**config.mk**
```make
export PLATFORM = sky130hd
export DESIGN_NAME = vga_fb_arbiter
export DESIGN_NICKNAME = d
export VERILOG_FILES = /design/src/rtl/vga_fb_arbiter_pkg.sv /design/src/rtl/vga_fb_req_latch.sv /design/src/rtl/vga_fb_arbiter.sv
export SDC_FILE = /design/constraint.sdc
export NUM_CORES = 1
export LEC_CHECK = 0
export CAP_MARGIN = 20
export CORE_MARGIN = 3
export CORE_UTILIZATION = 41
export DETAILED_ROUTE_END_ITERATION = 8
export HOLD_SLACK_MARGIN = 0.02
export PLACE_DENSITY = 0.76
export SLEW_MARGIN = 20
export SYNTH_ARGS = -nofsm -noshare
export SYNTH_HDL_FRONTEND = slang
export SYNTH_SLANG_ARGS = --single-unit
```
**constraint.sdc**
```tcl
create_clock -name clk -period 1.75 [get_ports clk]
set_input_delay 0.2625 -clock clk [delete_from_list [all_inputs] [get_ports clk]]
set_output_delay 0.2625 -clock clk [all_outputs]
set_load 0.02 [all_outputs]
```
**src/rtl/vga_fb_arbiter_pkg.sv**
```systemverilog
// Shared definitions for the framebuffer arbiter and the pixel fetcher.
package vga_fb_arbiter_pkg;

  // Arbiter sequencing states.
  typedef enum logic [2:0] {
    StIdle,
    StRead,
    StTurn,
    StWrSetup,
    StWrPulse
  } arb_state_e;

  // Cycles from a read being issued on the SRAM pins to disp_data_valid.
  localparam int unsigned ReadLatency = 2;

endpackage

```
**src/rtl/vga_fb_req_latch.sv**
```systemverilog
// One-deep holding register for display requests that arrive while a write
// owns the bus, plus a sticky flag for requests that had to be dropped.
module vga_fb_req_latch #(
  parameter int unsigned AddrBits = 20
) (
  input  logic                clk_i,
  input  logic                rst_ni,
  input  logic                req_i,
  input  logic [AddrBits-1:0] req_addr_i,
  input  logic                bypass_i,  // request is issued directly, do not hold it
  input  logic                pop_i,     // held request is issued this cycle
  input  logic                refill_i,  // a pop frees the slot for a same-cycle request
  output logic                pend_valid_o,
  output logic [AddrBits-1:0] pend_addr_o,
  output logic                overrun_o
);

  logic                valid_q;
  logic [AddrBits-1:0] addr_q;
  logic                overrun_q;
  logic                store;
  logic                drop;

  // Decide whether an incoming request is held or dropped.
  always_comb begin
    store = 1'b0;
    drop  = 1'b0;
    if (req_i && !bypass_i) begin
      if (!valid_q || (pop_i && refill_i)) begin
        store = 1'b1;
      end else begin
        drop = 1'b1;
      end
    end
  end

  // Slot state; the older request always wins over a dropped one.
  always_ff @(posedge clk_i or negedge rst_ni) begin
    if (!rst_ni) begin
      valid_q   <= 1'b0;
      addr_q    <= '0;
      overrun_q <= 1'b0;
    end else begin
      if (store) begin
        valid_q <= 1'b1;
        addr_q  <= req_addr_i;
      end else if (pop_i) begin
        valid_q <= 1'b0;
      end
      if (drop) begin
        overrun_q <= 1'b1;
      end
    end
  end

  assign pend_valid_o = valid_q;
  assign pend_addr_o  = addr_q;
  assign overrun_o    = overrun_q;

endmodule

```
**src/rtl/vga_fb_arbiter.sv**
```systemverilog
// Single-port async SRAM arbiter: display reads have strict priority, the
// writer takes every remaining slot. All pin-facing outputs are registered.
module vga_fb_arbiter
  import vga_fb_arbiter_pkg::*;
#(
  parameter int unsigned ADDR_BITS = 20,
  parameter int unsigned DATA_BITS = 16
) (
  input  logic                 clk,
  input  logic                 reset,
  input  logic                 disp_req,
  input  logic [ADDR_BITS-1:0] disp_addr,
  output logic [DATA_BITS-1:0] disp_data,
  output logic                 disp_data_valid,
  output logic                 disp_overrun,
  input  logic                 wr_valid,
  output logic                 wr_ready,
  input  logic [ADDR_BITS-1:0] wr_addr,
  input  logic [DATA_BITS-1:0] wr_data,
  output logic [ADDR_BITS-1:0] sram_addr,
  output logic [DATA_BITS-1:0] sram_data_out,
  output logic                 sram_data_oe,
  input  logic [DATA_BITS-1:0] sram_data_in,
  output logic                 sram_ce_n,
  output logic                 sram_oe_n,
  output logic                 sram_we_n
);

  arb_state_e state_q, state_d;

  logic                 pend_valid;
  logic [ADDR_BITS-1:0] pend_addr;
  logic                 in_rd_slot;  // IDLE or READ
  logic                 issue_slot;  // any state whose successor may be READ
  logic                 issue;
  logic [ADDR_BITS-1:0] issue_addr;
  logic                 wr_accept;

  logic [ADDR_BITS-1:0] addr_q;
  logic [DATA_BITS-1:0] wdata_q;
  logic                 data_oe_q, ce_n_q, oe_n_q, we_n_q;
  logic                 rd_pend_q;
  logic [DATA_BITS-1:0] rd_cap_q;
  logic [DATA_BITS-1:0] disp_data_q;
  logic                 disp_valid_q;

  assign in_rd_slot = (state_q == StIdle) || (state_q == StRead);
  assign issue_slot = in_rd_slot || (state_q == StWrPulse);
  assign issue      = issue_slot && (disp_req || pend_valid);
  // A held request is older than a fresh one, so it goes first.
  assign issue_addr = pend_valid ? pend_addr : disp_addr;
  // WR_PULSE is included so a waiting writer can chain writes without idling.
  assign wr_ready   = issue_slot && !disp_req && !pend_valid;
  assign wr_accept  = wr_valid && wr_ready;

  vga_fb_req_latch #(
    .AddrBits(ADDR_BITS)
  ) u_req_latch (
    .clk_i        (clk),
    .rst_ni       (reset),
    .req_i        (disp_req),
    .req_addr_i   (disp_addr),
    .bypass_i     (issue_slot && !pend_valid),
    .pop_i        (issue_slot && pend_valid),
    .refill_i     (in_rd_slot),
    .pend_valid_o (pend_valid),
    .pend_addr_o  (pend_addr),
    .overrun_o    (disp_overrun)
  );

  // Next-state selection; display reads always beat the writer.
  always_comb begin
    state_d = state_q;
    unique case (state_q)
      StIdle, StRead: begin
        if (issue) begin
          state_d = StRead;
        end else if (wr_accept) begin
          // Coming out of a read the SRAM may still be driving: turn the bus.
          state_d = (state_q == StRead) ? StTurn : StWrSetup;
        end else begin
          state_d = StIdle;
        end
      end
      StTurn:    state_d = StWrSetup;
      StWrSetup: state_d = StWrPulse;
      StWrPulse: begin
        if (issue) begin
          state_d = StRead;
        end else if (wr_accept) begin
          state_d = StWrSetup;
        end else begin
          state_d = StIdle;
        end
      end
      default:   state_d = StIdle;
    endcase
  end

  // State, registered strobes and the address/data held across a write.
  always_ff @(posedge clk or negedge reset) begin
    if (!reset) begin
      state_q   <= StIdle;
      addr_q    <= '0;
      wdata_q   <= '0;
      data_oe_q <= 1'b0;
      ce_n_q    <= 1'b1;
      oe_n_q    <= 1'b1;
      we_n_q    <= 1'b1;
    end else begin
      state_q   <= state_d;
      ce_n_q    <= !((state_d == StRead) || (state_d == StWrSetup) || (state_d == StWrPulse));
      oe_n_q    <= (state_d != StRead);
      we_n_q    <= (state_d != StWrPulse);
      data_oe_q <= (state_d == StWrSetup) || (state_d == StWrPulse);
      if (issue) begin
        addr_q <= issue_addr;
      end else if (wr_accept) begin
        addr_q  <= wr_addr;
        wdata_q <= wr_data;
      end
    end
  end

  // Read return pipe: capture the SRAM bus, then present it one cycle later.
  always_ff @(posedge clk or negedge reset) begin
    if (!reset) begin
      rd_pend_q    <= 1'b0;
      rd_cap_q     <= '0;
      disp_valid_q <= 1'b0;
      disp_data_q  <= '0;
    end else begin
      rd_pend_q <= (state_q == StRead);
      if (state_q == StRead) begin
        rd_cap_q <= sram_data_in;
      end
      disp_valid_q <= rd_pend_q;
      if (rd_pend_q) begin
        disp_data_q <= rd_cap_q;
      end
    end
  end

  assign sram_addr       = addr_q;
  assign sram_data_out   = wdata_q;
  assign sram_data_oe    = data_oe_q;
  assign sram_ce_n       = ce_n_q;
  assign sram_oe_n       = oe_n_q;
  assign sram_we_n       = we_n_q;
  assign disp_data       = disp_data_q;
  assign disp_data_valid = disp_valid_q;

endmodule

```
==> results of run 1 <==
worst min path at each step:
stage	start	end	slack (ps)	cells past startpoint
global route	wr_data[13]	sram_data_out[13]$_DFFE_PN0N_	480	2
CTS	wr_data[11]	sram_data_out[11]$_DFFE_PN0N_	490	2
floorplan	reset	disp_data[0]$_DFFE_PN0P_	-30	0
global placement	reset	disp_data[1]$_DFFE_PN0P_	360	2
finish	u_req_latch.overrun_o$_DFFE_PN0P_	u_req_latch.overrun_o$_DFFE_PN0P_	490	1
detailed placement	reset	disp_data[1]$_DFFE_PN0P_	370	2
kinds of logic after synthesis:
family	count (synthesis)	share of synthesized area (%)
AO/OA/AOI/OAI	33	7.43
multiplexers	89	24.6
flip-flops	99	60.6
AND/OR/NAND/NOR	32	4.40
buffers and inverters	23	2.91
what timing repair did:
action	4_1_cts	5_1_grt
gates resized for setup	7	0
endpoints found under the setup margin	4	14
endpoints found under the hold margin	96	0
hold buffers	1	0
cell type report:
type,count,area (sq um)
fill,756,3570
sequential,99,2480
timing repair buffer,151,1550
multi-input combinational,154,1490
tap,129,161
clock buffer,9,124
clock inverter,7,68.8
inverter,2,7.51
through the flow:
stage	std cells	power, uW
floorplan	276	7450
global placement	534	9710
detailed placement	534	9880
CTS	551	11300
global route	551	11900
finish	551	11200
synth_stat cells, types with 2 or more instances:
library cell | count | share of area, %
buf_2 | 8 | 0.98
dfstp_2 | 3 | 1.9
dfrtp_1 | 96 | 59
a21oi_1 | 2 | 0.24
o22ai_1 | 2 | 0.31
a221o_1 | 20 | 4.9
mux2i_1 | 20 | 4.9
inv_1 | 2 | 0.18
o21ai_0 | 3 | 0.37
mux2_4 | 8 | 2.9
nor3_1 | 22 | 2.7
mux2_2 | 61 | 17
o211ai_1 | 2 | 0.37
nand2b_1 | 2 | 0.31
clkbuf_1 | 9 | 0.83
buf_6 | 2 | 0.55
buf_4 | 2 | 0.37
sequential cells by signal (all words and copies together), names as in the netlist:
signal                    cells
sram_we_n                     1
sram_ce_n                     1
u_req_latch.pend_addr_o      20
sram_data_out                16
sram_addr                    20
sram_data_oe                  1
rd_pend_q                     1
u_req_latch.overrun_o         1
disp_data_valid               1
sram_oe_n                     1
rd_cap_q                     16
u_req_latch.pend_valid_o      1
state_q                       3
disp_data                    16
metal layers:
metal	vias up	track usage, %
li1	1301	-
met1	1436	22.4
met2	72	27.8
met3	10	4.13
met4	0	5.37
met5	-	0
power groups by stage:
stage	Sequential [uW]	Clock [uW]	Combinational [uW]
2_1_floorplan	4840	0	2610
3_3_place_gp	4070	0	5650
3_5_place_dp	4120	0	5760
4_1_cts	4090	1490	5740
5_1_grt	4230	1580	6040
6_report	4080	1430	5660
worst register-to-register path, cell delays in order (launching register included):
cell      delay [ps]
dfrtp_1          420
buf_4            190
a21o_1           170
o211ai_1         250
buf_12           210
mux2_2           350
==> summary.txt, run 1 <==
Run status
  – Status: completed

Cells and area
  – Most common cell after layout, fill and taps aside: clkdlybuf4s50_1
  – Most frequent cells in the layout: clkdlybuf4s50_1, dfrtp_1, mux2_2
  – Area grow syn2layout: 43.8%
  – Post-layout util: 62.2%
  – Share of cells above drive strength 1: 26.3%
  – Nets@finish: 493
  – Ant diodes: 0
  – Design area: 0.00588 sq mm

Timing
  – Fin Hold WS: around 490 ps
  – Minimum clock period: 1690 ps
  – Fin crit share: 96.5%
  – Fin. Hold Viols: 0
  – Setup violators final: 0
  – Slew Limit Fails: 0
  – Fin worst setup slack: 61.0 ps
  – Worst slew pin tran: about 520 ps
  – Clk_skew: 10.0 ps
  – Setup TNS: 0 ps
  – Unrepaired setup endpoints after global routing: yes
  – Achievable Freq: 592 MHz
  – Slew HR: 65.4%

Power
  – Reg power frac: 36.5%
  – Int Power: 7260 uW
  – Sw frac: 35.0%
  – Power Density: 1900 mW/mm^2
  – Logic gate share of total power: 50.6%
  – NetSw: 3910 uW
  – Peak supply drop: 1.03 mV
  – Clock Power Share: 12.8%
  – Leakage: 0.00246 uW

Placed design
  – GP Congestion: 0.717
  – Cell Area, Placed: roughly 0.0057 sq mm
  – DP Worst Slack: -254 ps
  – Number of port buffers: roughly 130
  – DP HPWL: between 6 and 7 mm

Routing
  – Routed wire length per instance: 16.9 um
  – First drt pass iteration count: 4
  – WL met2: 4.72 mm
  – Vias per std cell: 5.12
  – Vias: 2819
  – Residual DRC: 0
  – Starting DRT DRC Count: 99
  – Routed Antenna Nets: 0
  – Top Layer Used: met4
  – Met1 wire length: 4.09 mm
  – Final wirelength: 9.30 mm
  – Routed wl met3: 355 um

Die
  – Core area: 0.00946 sq mm
  – # IOs: 135
  – Initial Util: roughly 43%
  – Die width: 106 um
  – DIE HEIGHT: roughly 110 um
  – Num rows: 35
  – DIE AREA: 0.0112 sq mm

Global routing
  – Total grt overflow: 0
  – Antenna violations before repair: 0
  – Vias in the first global route: 2962
  – Global-route wire length before repair: 15.1 mm
  – GRT Overall Usage: 17.0%
  – Largest net degree at the start of global routing: 100

Clock tree
  – Clock slew at reported path FFs: 90 ps
  – CTS H-tree depth: 3
  – CTS tree: done
  – Post-CTS Setup Inserts: 0
  – Sinks on Clock Net: 99
  – TritonCTS Buffers: 9
  – Clk buf depth: 2
  – Clk root buf: clkbuf_8
  – Clk_lat worst skew: roughly 350 ps

Yosys
  – Register area share after synthesis: 60.6%
  – FFs w/ async S/R, synth: 100%
  – Post-synthesis cell count: 276
  – #FFs+latches synth: 99
  – Cell variety after synth: 29
  – Mapped cell area: 0.00409 sq mm
  – Post-synth EDFFs: 0
  – Average size of a mapped cell: around 15 sq um
  – Top_reg_cell synth: dfrtp_1
  – Post-Synthesis Net Count: 352
  – Total number of yosys warnings: 0

Critical path
  – Worst Path Arrival: 1930 ps
  – Kind of cell adding the most delay to the critical path: compound AO/OA/AOI/OAI gates
  – Critical-path cell with the highest stage delay: dfrtp_1
  – CP Class: flop to flop
  – Critical Path Max Stage Delay: around 420 ps
  – Stages on worst setup path: 5
  – Crit Path Max Fanout: 20
  – Crit path launch: state_q[2]$_DFF_PN0_
  – Flop2flop setup slack: 60 ps
  – CP endpoint kind: flop
  – WP data required: 1990 ps
  – R2R cell count: 5
  – Reg-to-Reg Start: state_q[2]$_DFF_PN0_
  – Worst R2R End: u_req_latch.pend_addr_o[16]$_DFFE_PN0P_
  – CP bufs+invs: 2
  – CP Launch Type: flop
  – Crit path to: u_req_latch.pend_addr_o[16]$_DFFE_PN0P_
  – Worst path cell trace: buf_4, a21o_1, o211ai_1, buf_12, mux2_2

Hold path
  – Worst hold path class: flop to flop

Flow run
  – Maxcap violations: 0
Power figures use the tool's default switching activity.
==> inputs of run 2 (changes only) <==
--- a/config.mk
+++ b/config.mk
@@ -7,10 +7,9 @@
 export LEC_CHECK = 0
 export CAP_MARGIN = 20
 export CORE_MARGIN = 3
-export CORE_UTILIZATION = 41
+export CORE_UTILIZATION = 25
 export DETAILED_ROUTE_END_ITERATION = 8
 export HOLD_SLACK_MARGIN = 0.02
-export PLACE_DENSITY = 0.76
 export SLEW_MARGIN = 20
 export SYNTH_ARGS = -nofsm -noshare
 export SYNTH_HDL_FRONTEND = slang
==> run 2 against run 1 <==
  * Via count grew 0.57%
  * Critical endpoint is now u_req_latch.pend_addr_o[2]$_DFFE_PN0P_
  * Sequential power barely moved
  * Hold slack gained 15 ps
  * Clock skew fell by 1.8 ps
  * Worst setup slack lost 36 ps
  * Routed wire length grew 14%
  * Largest power group unchanged
  * Combinational power increased by 4.4%
  * Utilization shrank 23 points
  * Flip-flop and latch count is the same
==> summary.txt, run 2 (same netlist as run 1, synthesis figures left out) <==
Flow run
  – Maxcap violations: 0

Global routing
  – GRT Overall Usage: 12.0%
  – Largest net degree at the start of global routing: 100
  – Total grt overflow: 0
  – Global-route wire length before repair: roughly 17 mm
  – Vias in the first global route: 3150
  – Antenna violations before repair: 0

Routing
  – Routed wire length per instance: 16.3 um
  – Vias per std cell: 4.38
  – Starting DRT DRC Count: 93
  – Residual DRC: 0
  – Vias: around 2800
  – Final wirelength: 10.6 mm
  – First drt pass iteration count: 4
  – Routed Antenna Nets: 0

Cells and area
  – Fillers: 1521
  – Area grow syn2layout: 51.7%
  – Most common cell after layout, fill and taps aside: clkdlybuf4s50_1
  – Most frequent cells in the layout: clkdlybuf4s50_1, dfrtp_1, mux2_2
  – Ant diodes: 0
  – Design area: 0.00621 sq mm
  – Share of cells above drive strength 1: 28.3%
  – Nets@finish: roughly 500

Power
  – Final Total Pwr: ~12000 uW
  – Sw frac: about a third
  – Leakage: 0.00257 uW
  – Peak supply drop: 0.700 mV
  – Int Power: between 7000 and 8000 uW
  – Reg power frac: about a third
  – Logic gate share of total power: between 40% and 50%
  – Clock Power Share: between 15 and 20%
  – Power Density: 1940 mW/mm^2
  – NetSw: 4180 uW

Clock tree
  – Clk buf depth: 2
  – Clk_lat worst skew: 350 ps
  – Sinks on Clock Net: 99
  – CTS H-tree depth: 3
  – TritonCTS Buffers: 9
  – Clk root buf: clkbuf_16
  – Clock slew at reported path FFs: 70 ps
  – CTS tree: done

Critical path
  – CP Class: flop to flop
  – Flop2flop setup slack: 30 ps
  – Crit Path Max Fanout: 5
  – Crit path launch: state_q[2]$_DFF_PN0_
  – Worst Path Arrival: 1950 ps
  – Crit path to: u_req_latch.pend_addr_o[2]$_DFFE_PN0P_
  – Worst R2R End: u_req_latch.pend_addr_o[2]$_DFFE_PN0P_
  – R2R cell count: 6
  – CP endpoint kind: flop
  – Reg-to-Reg Start: state_q[2]$_DFF_PN0_
  – CP Launch Type: flop
  – WP data required: roughly 2000 ps

Timing
  – Minimum clock period: 1720 ps
  – Fin. Hold Viols: 0
  – Setup violators final: 0
  – Setup TNS: 0 ps
  – Unrepaired setup endpoints after global routing: yes
  – Worst slew pin tran: between 500 and 600 ps
  – Slew Limit Fails: 0
  – Fin Hold WS: 500 ps
  – Fin crit share: roughly 99%
  – Clk_skew: 8.24 ps
  – Slew HR: 64.5%
  – Fin worst setup slack: 25.4 ps
  – Achievable Freq: 580 MHz

Die
  – DIE HEIGHT: around 130 um
  – Num rows: 46
  – Core area: 0.0159 sq mm
  – DIE AREA: 0.0179 sq mm
  – # IOs: 135
  – Die width: 134 um
  – Initial Util: between 20% and 30%

Placed design
  – DP HPWL: 7.15 mm
  – Cell Area, Placed: ~0.0058 sq mm
  – GP Congestion: 0.721
  – Number of port buffers: ~130
  – DP Worst Slack: -248 ps

Hold path
  – Worst hold path class: flop to flop

Run status
  – Status: completed
-- run 2: how the worst min path moves through the flow --
stage                                            from                                endpoint  cells past startpoint
3_5_place_dp                                    reset            sram_data_out[2]$_DFFE_PN0N_                      2
5_1_grt        u_req_latch.pend_addr_o[7]$_DFFE_PN0P_  u_req_latch.pend_addr_o[7]$_DFFE_PN0P_                      1
3_3_place_gp                                    reset            sram_data_out[2]$_DFFE_PN0N_                      2
6_report            u_req_latch.overrun_o$_DFFE_PN0P_       u_req_latch.overrun_o$_DFFE_PN0P_                      1
2_1_floorplan                                   reset                disp_data[0]$_DFFE_PN0P_                      0
4_1_cts             u_req_latch.overrun_o$_DFFE_PN0P_       u_req_latch.overrun_o$_DFFE_PN0P_                      1
-- run 2: critical path: stages (launching register included) --
cell and delay [ps]:
dfrtp_2 460, buf_6 140, a21o_1 160, o211ai_1 170, buf_4 190, clkbuf_16 160, mux2_2 330
-- run 2: power groups by stage --
stage / Clock, uW / Sequential [uW] / Combinational [uW]
final: 2030 / 4110 / 5910
after global routing: 2210 / 4260 / 6330
after CTS: 2130 / 4120 / 5850
after detailed placement: 0 / 4150 / 5850
after global placement: 0 / 4100 / 5720
after floorplan: 0 / 4840 / 2610
-- run 2: through the flow --
step / util (%) / std cells
5_1_grt: 38.9 / 647
3_5_place_dp: 36.6 / 625
6_report: 38.9 / 647
2_1_floorplan: - / 276
3_3_place_gp: 36.6 / 625
4_1_cts: 38.5 / 642
-- run 2: layout make-up --
cell class / instances / area, sq um / share of cell area (%)
sequential: 99 / 2480 / 40.0
timing repair buffer: 160 / 1640 / 26.5
multi-input combinational: 154 / 1500 / 24.2
tap: 216 / 270 / 4.35
clock buffer: 9 / 225 / 3.63
clock inverter: 7 / 75.1 / 1.21
inverter: 2 / 7.51 / 0.121
-- run 2: repair_timing --
action	4_1_cts	5_1_grt
gates cloned	0	2
setup buffers	0	3
endpoints found under the hold margin	96	0
pin swaps	0	1
hold buffers	1	0
setup endpoints to repair	4	31
gates resized for setup	7	8
-- run 2: metal layers --
metal | track usage, % | vias to the layer above | share of wire (%)
met5 | 0 | - | 0
met4 | 4.11 | 0 | 1.2
met3 | 3.23 | 8 | 4.7
met2 | 18.9 | 73 | 47
met1 | 16.1 | 1429 | 47
li1 | - | 1325 | -
==> inputs of run 3 (changes only) <==
==> constraint.sdc (replaced) <==
create_clock -name clk -period 1.9 [get_ports clk]
set_input_delay 0.285 -clock clk [delete_from_list [all_inputs] [get_ports clk]]
set_output_delay 0.285 -clock clk [all_outputs]
set_load 0.02 [all_outputs]
==> run 3 against run 2 <==
  * Critical path depth decreased by 5
  * Global-route usage fell by 0.47 points
  * Via count shrank 1.8%
  * Non-clock buffer count is 7 lower
  * Combinational power shrank 11%
  * First-iteration DRC count is 6.5% higher
  * Register-to-register slack better by 130 ps
  * Flip-flop and latch count stayed put
  * Utilization down 0.44 points
  * Largest cell class unchanged
==> summary.txt, run 3 (same netlist as run 1, synthesis figures left out) <==
Routing
  – First drt pass iteration count: 4
  – Residual DRC: 0
  – Vias per std cell: between 4 and 5
  – Routed Antenna Nets: 0
  – Starting DRT DRC Count: 99
  – Final wirelength: between 10 and 15 mm
  – Routed wire length per instance: 15.8 um
  – Vias: about 2800

Global routing
  – M1 GR Usage: 14.9%
  – Global-route wire length before repair: 16.3 mm
  – Busiest grt layer: met2
  – Vias in the first global route: roughly 3000
  – GRT Overall Usage: 11.6%
  – Total grt overflow: 0
  – Met3 GRT Util: 3.94%
  – Antenna violations before repair: 0
  – Largest net degree at the start of global routing: 47
  – Met2 global-route usage: about 18%

Cells and area
  – Ant diodes: 0
  – Share of cells above drive strength 1: 26.2%
  – Fillers: 1522
  – Post-layout util: 38.5%
  – Area grow syn2layout: 50.0%
  – Nets@finish: 495
  – Most frequent cells in the layout: clkdlybuf4s50_1, dfrtp_1, mux2_2
  – Most common cell after layout, fill and taps aside: clkdlybuf4s50_1

Timing
  – Worst slew pin tran: between 400 and 500 ps
  – Setup violators final: 0
  – Unrepaired setup endpoints after global routing: no
  – Fin Hold WS: 425 ps
  – Achievable Freq: 564 MHz
  – Minimum clock period: 1770 ps
  – Fin crit share: 93.3%
  – Fin. Hold Viols: 0
  – Slew Limit Fails: 0
  – Clk_skew: 4.82 ps
  – Slew HR: 69.0%

Critical path
  – Crit Path Max Fanout: 1
  – CP endpoint kind: primary output
  – CP Launch Type: flop
  – CP bufs+invs: 1
  – CP Class: flop to primary output
  – R2R cell count: 5
  – Worst path cell trace: clkdlybuf4s50_1
  – WP data required: ~1600 ps
  – Critical Path Max Stage Delay: 620 ps
  – Worst Path Arrival: 1490 ps
  – Kind of cell adding the most delay to the critical path: buffers and inverters
  – Critical-path cell with the highest stage delay: clkdlybuf4s50_1
  – Stages on worst setup path: 1

Die
  – Initial Util: approximately a quarter
  – # IOs: 135
  – Num rows: 46
  – Core area: 0.0159 sq mm
  – Die width: 134 um
  – DIE HEIGHT: ~130 um
  – DIE AREA: 0.0179 sq mm

Placed design
  – DP HPWL: around 7.2 mm
  – GP Congestion: between 0.6 and 0.7
  – Number of port buffers: 134

Clock tree
  – Clk buf depth: 2
  – CTS tree: done
  – TritonCTS Buffers: 9
  – Clk root buf: clkbuf_16
  – Post-CTS Setup Inserts: 0
  – Clock slew at reported path FFs: roughly 70 ps
  – Clk_lat worst skew: 340 ps
  – CTS H-tree depth: 3
  – Sinks on Clock Net: 99

Hold path
  – Worst hold path class: primary input to asynchronous set/reset pin

Run status
  – Status: completed

Power
  – Leakage: between 0.002 and 0.003 uW
  – Power Density: between 1500 and 2000 mW/mm^2
  – Peak supply drop: 0.645 mV

Flow run
  – Maxcap violations: 0
run 3: cell types whose count changed in the layout (fill, tap and decap cells not counted), sizes merged:
cell	change
clkdlybuf4s50	+3
dlygate4sd2	-2
clkbuf	+2
inv	-1
dlymetal6s2s	-1
bufinv	+1
clkinvlp	-3
buf	-7
run 3: worst paths after layout:
check | startpoint | end | slack, ps
max | sram_we_n$_DFF_PN1_ | sram_we_n | 130
min | reset | sram_data_out[8]$_DFFE_PN0N_ | 420
max reg2reg | state_q[0]$_DFF_PN0_ | u_req_latch.pend_addr_o[4]$_DFFE_PN0P_ | 160
min reg2reg | u_req_latch.overrun_o$_DFFE_PN0P_ | u_req_latch.overrun_o$_DFFE_PN0P_ | 470
max in group asynchronous | reset | sram_addr[6]$_DFFE_PN0P_ | 800
min in group clk | u_req_latch.overrun_o$_DFFE_PN0P_ | u_req_latch.overrun_o$_DFFE_PN0P_ | 470
run 3: area by class of cell:
| type | instances | area, sq um | share of cell area (%) |
|---|---|---|---|
| repair buffers | 153 | 1570 | 25.5 |
| inverters | 2 | 7.51 | 0.122 |
| multi-input cells | 154 | 1490 | 24.3 |
| clock buffers | 11 | 243 | 3.96 |
| clock inverters | 4 | 73.8 | 1.20 |
| flip-flops and latches | 99 | 2480 | 40.4 |
| well taps | 216 | 270 | 4.40 |
run 3: metal layers:
layer,share of wire [%],vias to the layer above
li1,-,1301
met1,46,1389
met2,46,82
met3,6.5,13
met4,1.5,0
met5,0,-
run 3: report_power, final:
part / internal (uW) / switching [uW] / total (uW)
registers: 3210 / 607 / 3820
logic: 2920 / 2320 / 5240
clock network: 1190 / 762 / 1950
total: 7310 / 3690 / 11000
run 3: metrics by stage:
step | TNS, ps | power (uW) | setup slack, ps | instance area, sq um | std cells
final | 0 | 11000 | 127 | 6140 | 639
after detailed placement | -725 | 9190 | -128 | 5810 | 623
after CTS | 0 | 11200 | 17.9 | 6140 | 639
after global routing | 0 | 11700 | 88.4 | 6140 | 639
after floorplan | 0 | 6850 | 60.8 | 4090 | 276
after global placement | -95.7 | 9050 | -95.7 | 5810 | 623
run 3: what timing repair did:
action / CTS / global route
endpoints found under the hold margin: 27 / 0
endpoints found under the setup margin: 1 / 1
hold buffers: 1 / 0
resized for setup: 1 / 2
